File: src/rtl/telemetre_echo_meter_if.sv
// Signal bundle between the trigger divider / echo sensor and the echo meter.
// slave = meter side, master = stimulus/consumer side.
interface telemetre_echo_meter_if #(
  parameter int DIST_W = 16
);
  logic              trig;
  logic              echo;
  logic [DIST_W-1:0] distance;
  logic              valid;
  logic              timeout;
  logic              busy;

  modport slave  (input trig, echo, output distance, valid, timeout, busy);
  modport master (output trig, echo, input distance, valid, timeout, busy);
endinterface

File: src/rtl/telemetre_echo_meter.sv
// Ultrasonic echo meter: times the echo high pulse after each trigger and
// reports distance in cm, or a timeout result when no usable echo arrives.
module telemetre_echo_meter #(
  parameter int US_DIV     = 50,
  parameter int CM_DIV     = 58,
  parameter int TIMEOUT_US = 30000,
  parameter int MAX_CM     = 500,
  parameter int DIST_W     = 16,
  parameter bit TRIG_POL   = 1'b1
) (
  input  logic                   clkIn,
  input  logic                   rst_n,
  telemetre_echo_meter_if.slave  bus
);

  localparam int PRE_W = $clog2(US_DIV + 1);
  localparam int US_W  = $clog2(TIMEOUT_US + 1);
  localparam int SUB_W = $clog2(CM_DIV + 1);

  localparam logic [PRE_W-1:0]  PRE_TC = PRE_W'(US_DIV - 1);
  localparam logic [SUB_W-1:0]  SUB_TC = SUB_W'(CM_DIV - 1);
  localparam logic [US_W-1:0]   US_TC  = US_W'(TIMEOUT_US - 1);
  localparam logic [DIST_W-1:0] CM_MAX = DIST_W'(MAX_CM);

  typedef enum logic [1:0] {IDLE, WAIT_ECHO, MEASURE, RECOVER} state_e;

  state_e             state_q, state_d;
  logic               echo_m_q, echo_m_d;
  logic               echo_s_q, echo_s_d;
  logic               trig_dly_q, trig_dly_d;
  logic [PRE_W-1:0]   pre_q, pre_d;
  logic [US_W-1:0]    us_q, us_d;
  logic [SUB_W-1:0]   sub_q, sub_d;
  logic [DIST_W-1:0]  cm_q, cm_d;
  logic [DIST_W-1:0]  dist_q, dist_d;
  logic               tmo_q, tmo_d;
  logic               valid_q, valid_d;

  logic               counting;
  logic               us_tick;
  logic               us_expire;
  logic               trig_end;

  always_comb begin
    state_d    = state_q;
    echo_m_d   = bus.echo;
    echo_s_d   = echo_m_q;
    trig_dly_d = bus.trig;
    pre_d      = pre_q;
    us_d       = us_q;
    sub_d      = sub_q;
    cm_d       = cm_q;
    dist_d     = dist_q;
    tmo_d      = tmo_q;
    valid_d    = 1'b0;

    trig_end  = (trig_dly_q == TRIG_POL) && (bus.trig != TRIG_POL);
    counting  = (state_q == WAIT_ECHO) || (state_q == MEASURE);
    us_tick   = counting && (pre_q == PRE_TC);
    us_expire = us_tick && (us_q == US_TC);

    if (counting) pre_d = us_tick ? '0 : pre_q + 1'b1;
    if (us_tick)  us_d  = us_q + 1'b1;

    // cm_d includes the tick of the current cycle so the exit cycle still counts.
    if (state_q == MEASURE && us_tick) begin
      if (sub_q == SUB_TC) begin
        sub_d = '0;
        cm_d  = (cm_q >= CM_MAX) ? CM_MAX : cm_q + 1'b1;
      end else begin
        sub_d = sub_q + 1'b1;
      end
    end

    case (state_q)
      IDLE: begin
        if (trig_end) begin
          state_d = WAIT_ECHO;
          us_d    = '0;
        end
      end
      WAIT_ECHO: begin
        if (echo_s_q) begin
          state_d = MEASURE;
          sub_d   = '0;
          cm_d    = '0;
        end else if (us_expire) begin
          state_d = RECOVER;
          dist_d  = CM_MAX;
          tmo_d   = 1'b1;
          valid_d = 1'b1;
        end
      end
      MEASURE: begin
        if (us_expire) begin
          state_d = RECOVER;
          dist_d  = CM_MAX;
          tmo_d   = 1'b1;
          valid_d = 1'b1;
        end else if (!echo_s_q) begin
          state_d = IDLE;
          dist_d  = cm_d;
          tmo_d   = 1'b0;
          valid_d = 1'b1;
        end
      end
      RECOVER: begin
        if (!echo_s_q) state_d = IDLE;
      end
      default: state_d = IDLE;
    endcase

    if (state_d != state_q) pre_d = '0;
  end

  always_ff @(posedge clkIn or negedge rst_n) begin
    if (!rst_n) begin
      state_q    <= IDLE;
      echo_m_q   <= 1'b0;
      echo_s_q   <= 1'b0;
      trig_dly_q <= 1'b0;
      pre_q      <= '0;
      us_q       <= '0;
      sub_q      <= '0;
      cm_q       <= '0;
      dist_q     <= '0;
      tmo_q      <= 1'b0;
      valid_q    <= 1'b0;
    end else begin
      state_q    <= state_d;
      echo_m_q   <= echo_m_d;
      echo_s_q   <= echo_s_d;
      trig_dly_q <= trig_dly_d;
      pre_q      <= pre_d;
      us_q       <= us_d;
      sub_q      <= sub_d;
      cm_q       <= cm_d;
      dist_q     <= dist_d;
      tmo_q      <= tmo_d;
      valid_q    <= valid_d;
    end
  end

  assign bus.distance = dist_q;
  assign bus.valid    = valid_q;
  assign bus.timeout  = tmo_q;
  assign bus.busy     = (state_q != IDLE);

endmodule
File: src/flat_wrapper.sv
// flat-port wrapper written by rule: the top's interface ports become plain ports
module telemetre_echo_meter_flat 
#(
  parameter int US_DIV     = 50,
  parameter int CM_DIV     = 58,
  parameter int TIMEOUT_US = 30000,
  parameter int MAX_CM     = 500,
  parameter int DIST_W     = 16,
  parameter bit TRIG_POL   = 1'b1
)
  (clkIn, rst_n, bus_trig, bus_echo, bus_distance, bus_valid, bus_timeout, bus_busy);
  telemetre_echo_meter_if #(.DIST_W(DIST_W)) bus_i ();
  input  logic clkIn;
  input  logic rst_n;
  input wire logic [$bits(bus_i.trig)-1:0] bus_trig;
  input wire logic [$bits(bus_i.echo)-1:0] bus_echo;
  output wire logic [$bits(bus_i.distance)-1:0] bus_distance;
  output wire logic [$bits(bus_i.valid)-1:0] bus_valid;
  output wire logic [$bits(bus_i.timeout)-1:0] bus_timeout;
  output wire logic [$bits(bus_i.busy)-1:0] bus_busy;
  assign bus_i.trig = bus_trig;
  assign bus_i.echo = bus_echo;
  assign bus_distance = bus_i.distance;
  assign bus_valid = bus_i.valid;
  assign bus_timeout = bus_i.timeout;
  assign bus_busy = bus_i.busy;
  telemetre_echo_meter #(.US_DIV(US_DIV), .CM_DIV(CM_DIV), .TIMEOUT_US(TIMEOUT_US), .MAX_CM(MAX_CM), .DIST_W(DIST_W), .TRIG_POL(TRIG_POL)) u_core (.clkIn(clkIn), .rst_n(rst_n), .bus(bus_i));
endmodule
File: config.mk
export PLATFORM = sky130hd
export DESIGN_NAME = telemetre_echo_meter_flat
export DESIGN_NICKNAME = d
export VERILOG_FILES = /design/src/rtl/telemetre_echo_meter_if.sv /design/src/rtl/telemetre_echo_meter.sv /design/src/flat_wrapper.sv
export SDC_FILE = /design/constraint.sdc
export NUM_CORES = 1
export LEC_CHECK = 0
export ABC_AREA = 1
export CORE_MARGIN = 4
export CORE_UTILIZATION = 26
export DETAILED_ROUTE_END_ITERATION = 7
export PLACE_DENSITY = 0.41
export SLEW_MARGIN = 30
export SYNTH_ARGS = -nofsm -noshare
export SYNTH_HDL_FRONTEND = slang
export SYNTH_SLANG_ARGS = --single-unit
File: constraint.sdc
create_clock -name clkIn -period 2.85 [get_ports clkIn]
set_input_delay 0.855 -clock clkIn [delete_from_list [all_inputs] [get_ports clkIn]]
set_output_delay 0.855 -clock clkIn [all_outputs]
set_load 0.01 [all_outputs]
==> flow_summary.toml <==
[yosys]
synth_area_um2 = 3370
synth.largest_area_cell = "dfrtp_1"
async_flop_share = 1.00
synth_seq_cells = 66
synth_cells = 403
synth_fp_nets = 419
ys_types = 38
seq_area_frac_synth = 0.491
synth_edf_count = 0
synth_top_area_frac = 0.491
ys.warnings.count = 0
yosys-top-cells-area = "dfrtp_1 49%, nand2_1 7.7%, nor2_1 6.9%, inv_1 6.6%, ha_1 4.5%"
syn_avg_cell_area_um2 = 8.35
ys.flop_type = "dfrtp_1"

[global_route]
grtUsageTotal = 0.109
grt_first_pass_wirelength_um = 12800
antenna_found_initial = 0
grt_pass1_vias = 2717
grt_remaining_overflow = 0
grt_max_degree = 26

[floorplanning]
placementRows = 41
die_y_um = 122
io_pins = 23
die_x_um = 122
dieArea_um2 = 14800
initial_core_util = 0.266
coreArea_um2 = 12700

[critical_path]
path_max_fanout = 6
setup.worst_path.end_class = "output port"
ff2ff_path_depth = 10
worstPathRequired_ps = 2000
rrSetupSlack_ps = 510
cp.arrival_ps = 1690
crit_type = "register to output port"
startpoint_type = "register"

[power_and_ir_drop]
pwr-share-seq = 0.363
p_comb_frac = 0.256
p_switching_w = 0.000929
peakVddDrop_mv = 0.433
p_sw_frac = 0.313
p_leak_nw = 1.87
pwr-share-clk = 0.380
p_int_w = 0.00204
p_per_area_nw_per_um2 = 718

[place]
io_buffers = 22
gp_congestion = 0.803
hpwl_um = 5440

[clock_network]
clock-sinks = 66
clock_latency_ps = 330
cts_resized = 0
cts_tree = "yes"
root_buffer = "clkbuf_16"
ctsLongestPathBuffers = 2
cts-buffers-inserted = 9
clk_pin_slew_worst_paths_ps = 50
htreeDepth = 3
postCtsSetupBuffers = 0
holdBufCountCts = 0

[drt]
via_per_inst = 4.38
routed_wl_um = 7390
routed-via-count = 2687
dr.pass1.iters = 5
dr.first_iter.drc_count = 118
routedWlPerCell_um = 12.0
ant_nets = 0
drc = 0

[sta]
final-max-slew-violation-count = 0
timing.fmax_ghz = 0.393
maxSlewHeadroom = 0.596
finalCritPeriodShare = 0.893
layout_min_cycle_time_ps = 2550
final_hold_viol_count = 0
clock_skew_ps = 7.26
rsz0062_at_grt = "false"
tns_ps = 0
tightest_slew_ps = 606
setup_viol = 0

[min_path]
hold_path_depth = 0
min_path_type = "register to register"

[final_layout]
drive_above_1_share = 0.0928
final_util = 0.326
finalNetCount = 453
diodes = 0
syn_to_final_growth_pct = 22.8

[run]
max_cap_violations = 0

[status]
status = "finished, final reports clean"
[per-stage QoR]
| stage | cells | total power, W | area, µm² | hold WS [ps] | setup slack (ps) |
|---|---|---|---|---|---|
| global route | 614 | 0.00316 | 4130 | 374 | 198 |
| floorplan | 403 | 0.00156 | 3370 | 331 | 738 |
| detailed placement | 598 | 0.00187 | 3830 | 362 | 488 |
| global placement | 598 | 0.00187 | 3830 | 333 | 545 |
| finish | 614 | 0.00297 | 4130 | 368 | 305 |
| CTS | 614 | 0.00303 | 4130 | 374 | 270 |
[sequential cells by signal, indices dropped and copies added, names as in the netlist]
register / flops
u_core.echo_s_q: 1
u_core.sub_q: 6
u_core.bus.valid: 1
u_core.echo_m_q: 1
u_core.cm_q: 16
u_core.pre_q: 6
u_core.bus.timeout: 1
u_core.trig_dly_q: 1
u_core.us_q: 15
u_core.bus.distance: 16
u_core.state_q: 2
[worst paths after layout]
path	start	endpoint
min in group asynchronous	rst_n	u_core.bus.distance[13]
hold reg to reg	u_core.echo_m_q	u_core.echo_s_q
max in group asynchronous	rst_n	u_core.us_q[5]
setup / recovery	u_core.state_q[0]	bus_busy
setup reg to reg	u_core.state_q[1]	u_core.sub_q[5]
hold / removal	u_core.echo_m_q	u_core.echo_s_q
[per-layer routing]
layer / vias up / global-route usage / routed length, µm
met3: 11 / 0.0302 / 306
met4: 0 / 0.0364 / 113
met5: - / 0 / 0
met2: 41 / 0.182 / 3510
li1: 1376 / - / -
met1: 1259 / 0.137 / 3460
[placed cells by master (no fill, tap or decap), types with 2 or more instances in the layout]
cell and n:
a21oi_1 12, clkbuf_16 9, nand2_2 2, dfrtp_1 66
xnor2_1 2, buf_4 6, nand3_1 26, clkinvlp_4 2
nand2_1 69, o22a_1 2, or2_2 3, nand4_1 5
xor2_1 6, nor2_2 3, nor4_1 3, ha_1 12
nand3_2 2, nor2_4 2, clkbuf_8 2, o211ai_1 3
a31oi_1 2, o22ai_1 11, nor3_1 11, clkdlybuf4s50_1 21
o21ai_0 22, nor2_1 62, inv_1 59
[power groups by stage]
stage,Clock [W],Combinational [W],Sequential (W)
floorplan,0,0.000448,0.00111
global placement,0,0.000774,0.00109
detailed placement,0,0.000772,0.00110
CTS,0.00117,0.000777,0.00108
global route,0.00121,0.000866,0.00109
finish,0.00113,0.000761,0.00108
[area by class of cell]
type | count | area [µm²]
clock buffers | 12 | 256
multi-input cells | 271 | 1460
inverters | 60 | 225
flip-flops and latches | 66 | 1650
clock inverters | 4 | 50.0
well taps | 172 | 215
fillers | 1335 | 8540
repair buffers | 29 | 280
[Yosys cell counts, drive strengths merged, types with 5 or more instances]
cell type  count
nand2         71
nor2          68
dfrtp         66
inv           60
nand3         29
o21ai         22
a21oi         13
ha            12
nor3          11
o22ai         11
xor2           6
nand4          5
[cell families after synthesis]
logic type | share of synthesized area
simple gates | 0.265
compound gates | 0.102
xor+xnor | 0.0208
buf+inv | 0.0773
flops | 0.491
fa+ha+maj | 0.0446
[worst max-delay path, stage by stage, from the launching register on]
cell and delay [ps]:
dfrtp_1 390, inv_1 130, ha_1 250, inv_1 60, clkdlybuf4s50_1 530
(Power assumes the default switching activity.)
